<file path="config.mk">
export PLATFORM = sky130hd
export DESIGN_NAME = tensor_core_register_file_loader
export DESIGN_NICKNAME = d
export VERILOG_FILES = /design/src/rtl/tensor_core_register_file_loader.sv
export SDC_FILE = /design/constraint.sdc
export NUM_CORES = 1
export LEC_CHECK = 0
export CORE_ASPECT_RATIO = 1.1
export CORE_UTILIZATION = 40
export DETAILED_ROUTE_END_ITERATION = 8
export GPL_TIMING_DRIVEN = 0
export PLACE_DENSITY = 0.7
export SYNTH_ARGS = -nofsm -noshare
export SYNTH_HDL_FRONTEND = slang
export SYNTH_SLANG_ARGS = --single-unit
export TNS_END_PERCENT = 1
</file>
<file path="constraint.sdc">
create_clock -name clock_in -period 2.1 [get_ports clock_in]
set_input_delay 0.63 -clock clock_in [delete_from_list [all_inputs] [get_ports clock_in]]
set_output_delay 0.63 -clock clock_in [all_outputs]
set_load 0.01 [all_outputs]
</file>
<file path="src/rtl/tensor_core_register_file_loader.sv">
`default_nettype none
// ============================================================================
// Module      : tensor_core_register_file_loader
// Description : Accepts a valid/ready stream of ELEMENT_COUNT signed 8-bit
//               elements and writes them into a tensor-core register file
//               starting at flat register 0. Whole groups of four elements go
//               out as quad writes (quad q covers flat registers 4q..4q+3).
//               The remaining ELEMENT_COUNT mod 4 elements go out as
//               single-element (non-bulk) writes. done_out pulses once when
//               the load finishes.
// Options     : LOADER_ABORT_EN - when defined, adds abort_in. Asserting it in
//               any non-idle state returns the loader to idle. The write of
//               that cycle is suppressed, collected slots are discarded and no
//               done_out is raised.
// Ports       : clock_in, reset_in (sync, active-low)
//               start_in                          begin a load (idle only)
//               element_valid_in / element_data_in / element_ready_out
//               quad_write_enable_out / _register_address_out / _data_out
//               non_bulk_write_enable_out / _register_address_out / _data_out
//               busy_out, done_out
//               abort_in                          (LOADER_ABORT_EN only)
// Revision    : 1.0 - initial release
// ============================================================================
module tensor_core_register_file_loader #(
  parameter int ELEMENT_COUNT = 18
) (
  input  logic                    clock_in,
  input  logic                    reset_in,
  input  logic                    start_in,
`ifdef LOADER_ABORT_EN
  input  logic                    abort_in,
`endif
  input  logic                    element_valid_in,
  input  logic signed [7:0]       element_data_in,
  output logic                    element_ready_out,
  output logic                    quad_write_enable_out,
  output logic [2:0]              quad_write_register_address_out,
  output logic signed [3:0][7:0]  quad_write_data_out,
  output logic                    non_bulk_write_enable_out,
  output logic [4:0]              non_bulk_write_register_address_out,
  output logic signed [7:0]       non_bulk_write_data_out,
  output logic                    busy_out,
  output logic                    done_out
);

  localparam int         FULL_QUADS = ELEMENT_COUNT / 4;
  localparam int         TAIL_COUNT = ELEMENT_COUNT % 4;
  localparam logic [2:0] LAST_QUAD  = 3'(FULL_QUADS - 1);
  localparam logic [4:0] TOTAL      = 5'(ELEMENT_COUNT);

  typedef enum logic [2:0] {
    IDLE    = 3'd0,
    COLLECT = 3'd1,
    QUAD_WR = 3'd2,
    TAIL    = 3'd3,
    TAIL_WR = 3'd4,
    DONE    = 3'd5
  } state_t;

  state_t          state;
  state_t          next_state;
  logic [4:0]      count;      // elements accepted so far in this load
  logic [2:0]      quad_idx;
  logic [2:0][7:0] slots;      // first three elements of the current quad
  logic            ready_q;
  logic            quad_we_q;
  logic            nb_we_q;
  logic            xfer;
  logic            abort_hit;

`ifdef LOADER_ABORT_EN
  assign abort_hit = abort_in & (state != IDLE);
  // The abort must cancel the write and the handshake in the cycle it is
  // asserted. That cancellation is the only input-to-output path, and it
  // exists only in this build option.
  assign element_ready_out         = ready_q & ~abort_in;
  assign quad_write_enable_out     = quad_we_q & ~abort_in;
  assign non_bulk_write_enable_out = nb_we_q & ~abort_in;
`else
  assign abort_hit                 = 1'b0;
  assign element_ready_out         = ready_q;
  assign quad_write_enable_out     = quad_we_q;
  assign non_bulk_write_enable_out = nb_we_q;
`endif

  assign xfer = element_valid_in & element_ready_out;

  always_comb begin
    next_state = state;
    case (state)
      IDLE:    if (start_in) next_state = (FULL_QUADS > 0) ? COLLECT : TAIL;
      COLLECT: if (xfer && count[1:0] == 2'd3) next_state = QUAD_WR;
      QUAD_WR: begin
        if (quad_idx != LAST_QUAD) next_state = COLLECT;
        else if (TAIL_COUNT > 0)   next_state = TAIL;
        else                       next_state = DONE;
      end
      TAIL:    if (xfer) next_state = TAIL_WR;
      // count already includes the element being written here
      TAIL_WR: next_state = (count != TOTAL) ? TAIL : DONE;
      DONE:    next_state = IDLE;
      default: next_state = IDLE;
    endcase
    if (abort_hit) next_state = IDLE;
  end

  // Control outputs are registered from next_state, so each one is high in
  // exactly the cycle its state is current.
  always_ff @(posedge clock_in) begin
    if (!reset_in) begin
      state                               <= IDLE;
      count                               <= '0;
      quad_idx                            <= '0;
      slots                               <= '0;
      ready_q                             <= 1'b0;
      quad_we_q                           <= 1'b0;
      nb_we_q                             <= 1'b0;
      busy_out                            <= 1'b0;
      done_out                            <= 1'b0;
      quad_write_register_address_out     <= '0;
      quad_write_data_out                 <= '0;
      non_bulk_write_register_address_out <= '0;
      non_bulk_write_data_out             <= '0;
    end else begin
      state     <= next_state;
      ready_q   <= (next_state == COLLECT) || (next_state == TAIL);
      quad_we_q <= (next_state == QUAD_WR);
      nb_we_q   <= (next_state == TAIL_WR);
      busy_out  <= (next_state != IDLE);
      done_out  <= (next_state == DONE);
      if (abort_hit) begin
        count    <= '0;
        quad_idx <= '0;
        slots    <= '0;
      end else begin
        case (state)
          IDLE: begin
            if (start_in) begin
              count    <= '0;
              quad_idx <= '0;
            end
          end
          COLLECT: begin
            if (xfer) begin
              count <= count + 5'd1;
              case (count[1:0])
                2'd0: slots[0] <= element_data_in;
                2'd1: slots[1] <= element_data_in;
                2'd2: slots[2] <= element_data_in;
                // Fourth element bypasses the slots straight into the quad
                default: begin
                  quad_write_register_address_out <= quad_idx;
                  quad_write_data_out <= {element_data_in, slots[2], slots[1], slots[0]};
                end
              endcase
            end
          end
          QUAD_WR: quad_idx <= quad_idx + 3'd1;
          TAIL: begin
            if (xfer) begin
              count                               <= count + 5'd1;
              // count equals 4*full_quads + tail index at this point
              non_bulk_write_register_address_out <= count;
              non_bulk_write_data_out             <= element_data_in;
            end
          end
          default: ;
        endcase
      end
    end
  end

endmodule
`default_nettype wire
</file>
==> results of run 1 <==
## sequential cells by signal, summed over array words and instances, names as in the netlist, 3 cells and up
signal,count
non_bulk_write_register_address_out,5
state,3
count,5
quad_idx,3
quad_write_register_address_out,3
slots,24
non_bulk_write_data_out,8
quad_write_data_out,32
## worst max-delay path, cell delays in order
cell and delay, ns:
clkdlybuf4s50_1 0.51, and4b_2 0.23, clkbuf_2 0.17, and3_1 0.16, buf_4 0.16, buf_4 0.18
nand2_1 0.07, a21oi_1 0.14
## power by group through the flow
stage	clock, mW	combinational (mW)	sequential [mW]
floorplan	0	0.0550	1.72
finish	1.19	0.117	1.68
global placement	0	0.115	1.72
detailed placement	0	0.117	1.72
CTS	1.20	0.118	1.68
global route	1.28	0.128	1.68
## cell usage in the layout, fill, tap and decap left out, types with 2 or more instances in the layout
cell / synthesis / layout
a211oi_1: 4 / 4
a21oi_1: 49 / 49
a22oi_1: 3 / 3
and3_1: 4 / 4
buf_2: 5 / 5
buf_4: 6 / 7
clkbuf_1: 7 / 7
clkbuf_2: 1 / 4
clkbuf_8: 0 / 9
clkdlybuf4s50_1: 0 / 64
clkinvlp_4: 0 / 3
dfxtp_1: 88 / 88
ha_1: 7 / 7
inv_1: 11 / 11
mux2i_1: 25 / 25
nand2_1: 99 / 99
nand3_1: 4 / 4
nor2_1: 36 / 35
nor3_1: 2 / 2
o21ai_0: 4 / 4
xnor2_1: 3 / 3
## layout make-up
| type | instances | area (µm²) | area share (%) |
|---|---|---|---|
| Clock buffer | 9 | 124 | 2.87 |
| Multi-Input combinational cell | 257 | 1400 | 32.5 |
| Inverter | 12 | 45.0 | 1.04 |
| Clock inverter | 7 | 77.6 | 1.79 |
| Timing Repair Buffer | 64 | 641 | 14.8 |
| Tap cell | 108 | 135 | 3.13 |
| Sequential cell | 88 | 1760 | 40.8 |
| Buffer | 24 | 135 | 3.13 |
## logic make-up after synthesis
kind of cell	share of synthesized area (%)
XOR/XNOR	0.788
multiplexers	7.50
buffers and inverters	5.18
AND/OR/NAND/NOR	19.5
adder cells (fa/ha/maj)	2.63
AO/OA/AOI/OAI	11.6
flip-flops	52.8
## metal layers
metal  track usage, %  routed length, µm  vias to the layer above
met3             3.38                345                       15
li1                 -                  -                     1403
met4             8.55                239                        0
met5                0                  0                        -
met2             31.5               3720                       72
met1             24.6               3470                     1275
## what timing repair did
item	CTS	global route
gates resized for setup	0	8
setup endpoints to repair	0	45
hold endpoints to repair	0	0
hold buffers	0	0
## per-stage QoR
step	std cells	instance area (µm²)	setup slack [ns]
after floorplan	381	3340	0.435
after global placement	553	4110	-0.291
after detailed placement	553	4110	-0.305
after CTS	569	4310	0.0649
after global routing	569	4320	-0.00718
final	569	4320	0.119
## worst paths after layout
kind | from | endpoint | slack, ns | cells past startpoint
min reg2reg | quad_write_data_out[30] | quad_write_data_out[30] | 0.46 | 2
max | element_valid_in | quad_write_data_out[26] | 0.12 | 8
max reg2reg | count[0] | quad_write_enable_out | 0.18 | 6
min | quad_write_data_out[30] | quad_write_data_out[30] | 0.46 | 2
==> impl_metrics.toml, run 1 <==
[hold_path]
hold_class = "flip-flop to flip-flop"

[power_and_ir_drop]
clockPowerShare_pct = 39.7
leakage_nw = 1.51
power_switching_mw = 0.703
combPwrFrac_pct = 3.9
finalPower_mw = 2.98
vdd_drop_max_mv = 0.368
power_frac_seq_pct = 56.4
power_density_nw_per_um2 = 690
p_int_mw = 2.28
netSwitchingFraction_pct = 23.5

[floorplanning]
die_w_um = 89.1
row_count = 34
start_util_pct = 41.7
fp.dieArea_um2 = 8710
chipHeight_um = 97.8
core_area_um2 = 8000
num_io_pins = 65

[timing]
worst_pin_slew_ns = 0.516
tns_ns = 0
setup_viol = 0
slew_viol_final = 0
finalHoldViolCount = 0
rsz0062_at_grt = "yes"
min_period_over_period_pct = 94.3
whs_ns = 0.455
fin_skew_ns = 0.0115
max_freq_mhz = 505
slew_headroom_pct = 65.6
min_period_ns = 1.98

[clock_tree]
cts_sinks = 88
cts_buffers = 9
tritoncts = "yes"
root_buffer = "clkbuf_8"
postCtsSetupBuffers = 0
cts_max_level = 3
clk_transition_reported_paths_ns = 0.10
clock_latency_ns = 0.35
cts.path.max_buffers = 2

[critical_path]
path_class = "input port to flip-flop"
crit_arrival_ns = 2.27
worstPathRequired_ns = 2.39
end_kind = "flip-flop"
start_kind = "input port"
crit_fanout = 10

[route]
drc_errors = 0
drtAntennaViolNets = 0
drtIter0Drc = 154
wire_per_inst_um = 13.7
drt_pass1_iterations = 4
vias = 2765
drt-vias-per-instance = 4.86
routed_wl_um = 7780

[yosys]
syn_inst = 381
syn_area_um2 = 3340
synth_common_cells = "99 x nand2_1, 88 x dfxtp_1, 49 x a21oi_1"
ys_warn_count = 0
synth_area_leader_cell = "dfxtp_1"
synth_ff_type = "dfxtp_1"
avgSynthCellArea_um2 = 8.76
synth_seq_area_share_pct = 52.8
syn_nets = 400
yosysMostFrequentCell = "nand2_1"
synthArstFlopShare_pct = 0
synth_area_leaders = "dfxtp_1 53%, nand2_1 11%, mux2i_1 7.5%"
synth_top_area_share_pct = 52.8
ys_types = 38
synth_seq_cells = 88
synth_edf_count = 0

[job]
maxCapViolCount = 0

[outcome]
outcome = "finished, final reports clean"

[place]
dp_hpwl_um = 5680
port-buffer-count = 64
gp_congestion = 0.801

[global_route]
grt_pass1_wl_um = 12900
track_usage_pct = 19.3
antenna_found_initial = 0
grt_max_degree = 17
grt_pass1_vias = 2738
grt-ovfl-total = 0

[layout]
antennaDiodeCount = 0
area_growth_pct = 29.6
nets = 475
nFillCells = 781
drive_above_1_share_pct = 9.11
utilization_pct = 54.1
(Power assumes the default switching activity.)
==> inputs of run 2 (changes only) <==
- CAP_MARGIN: unset -> 5
==> results of run 2 <==
The final DEF is identical to that of run 1; final timing and power are the same.
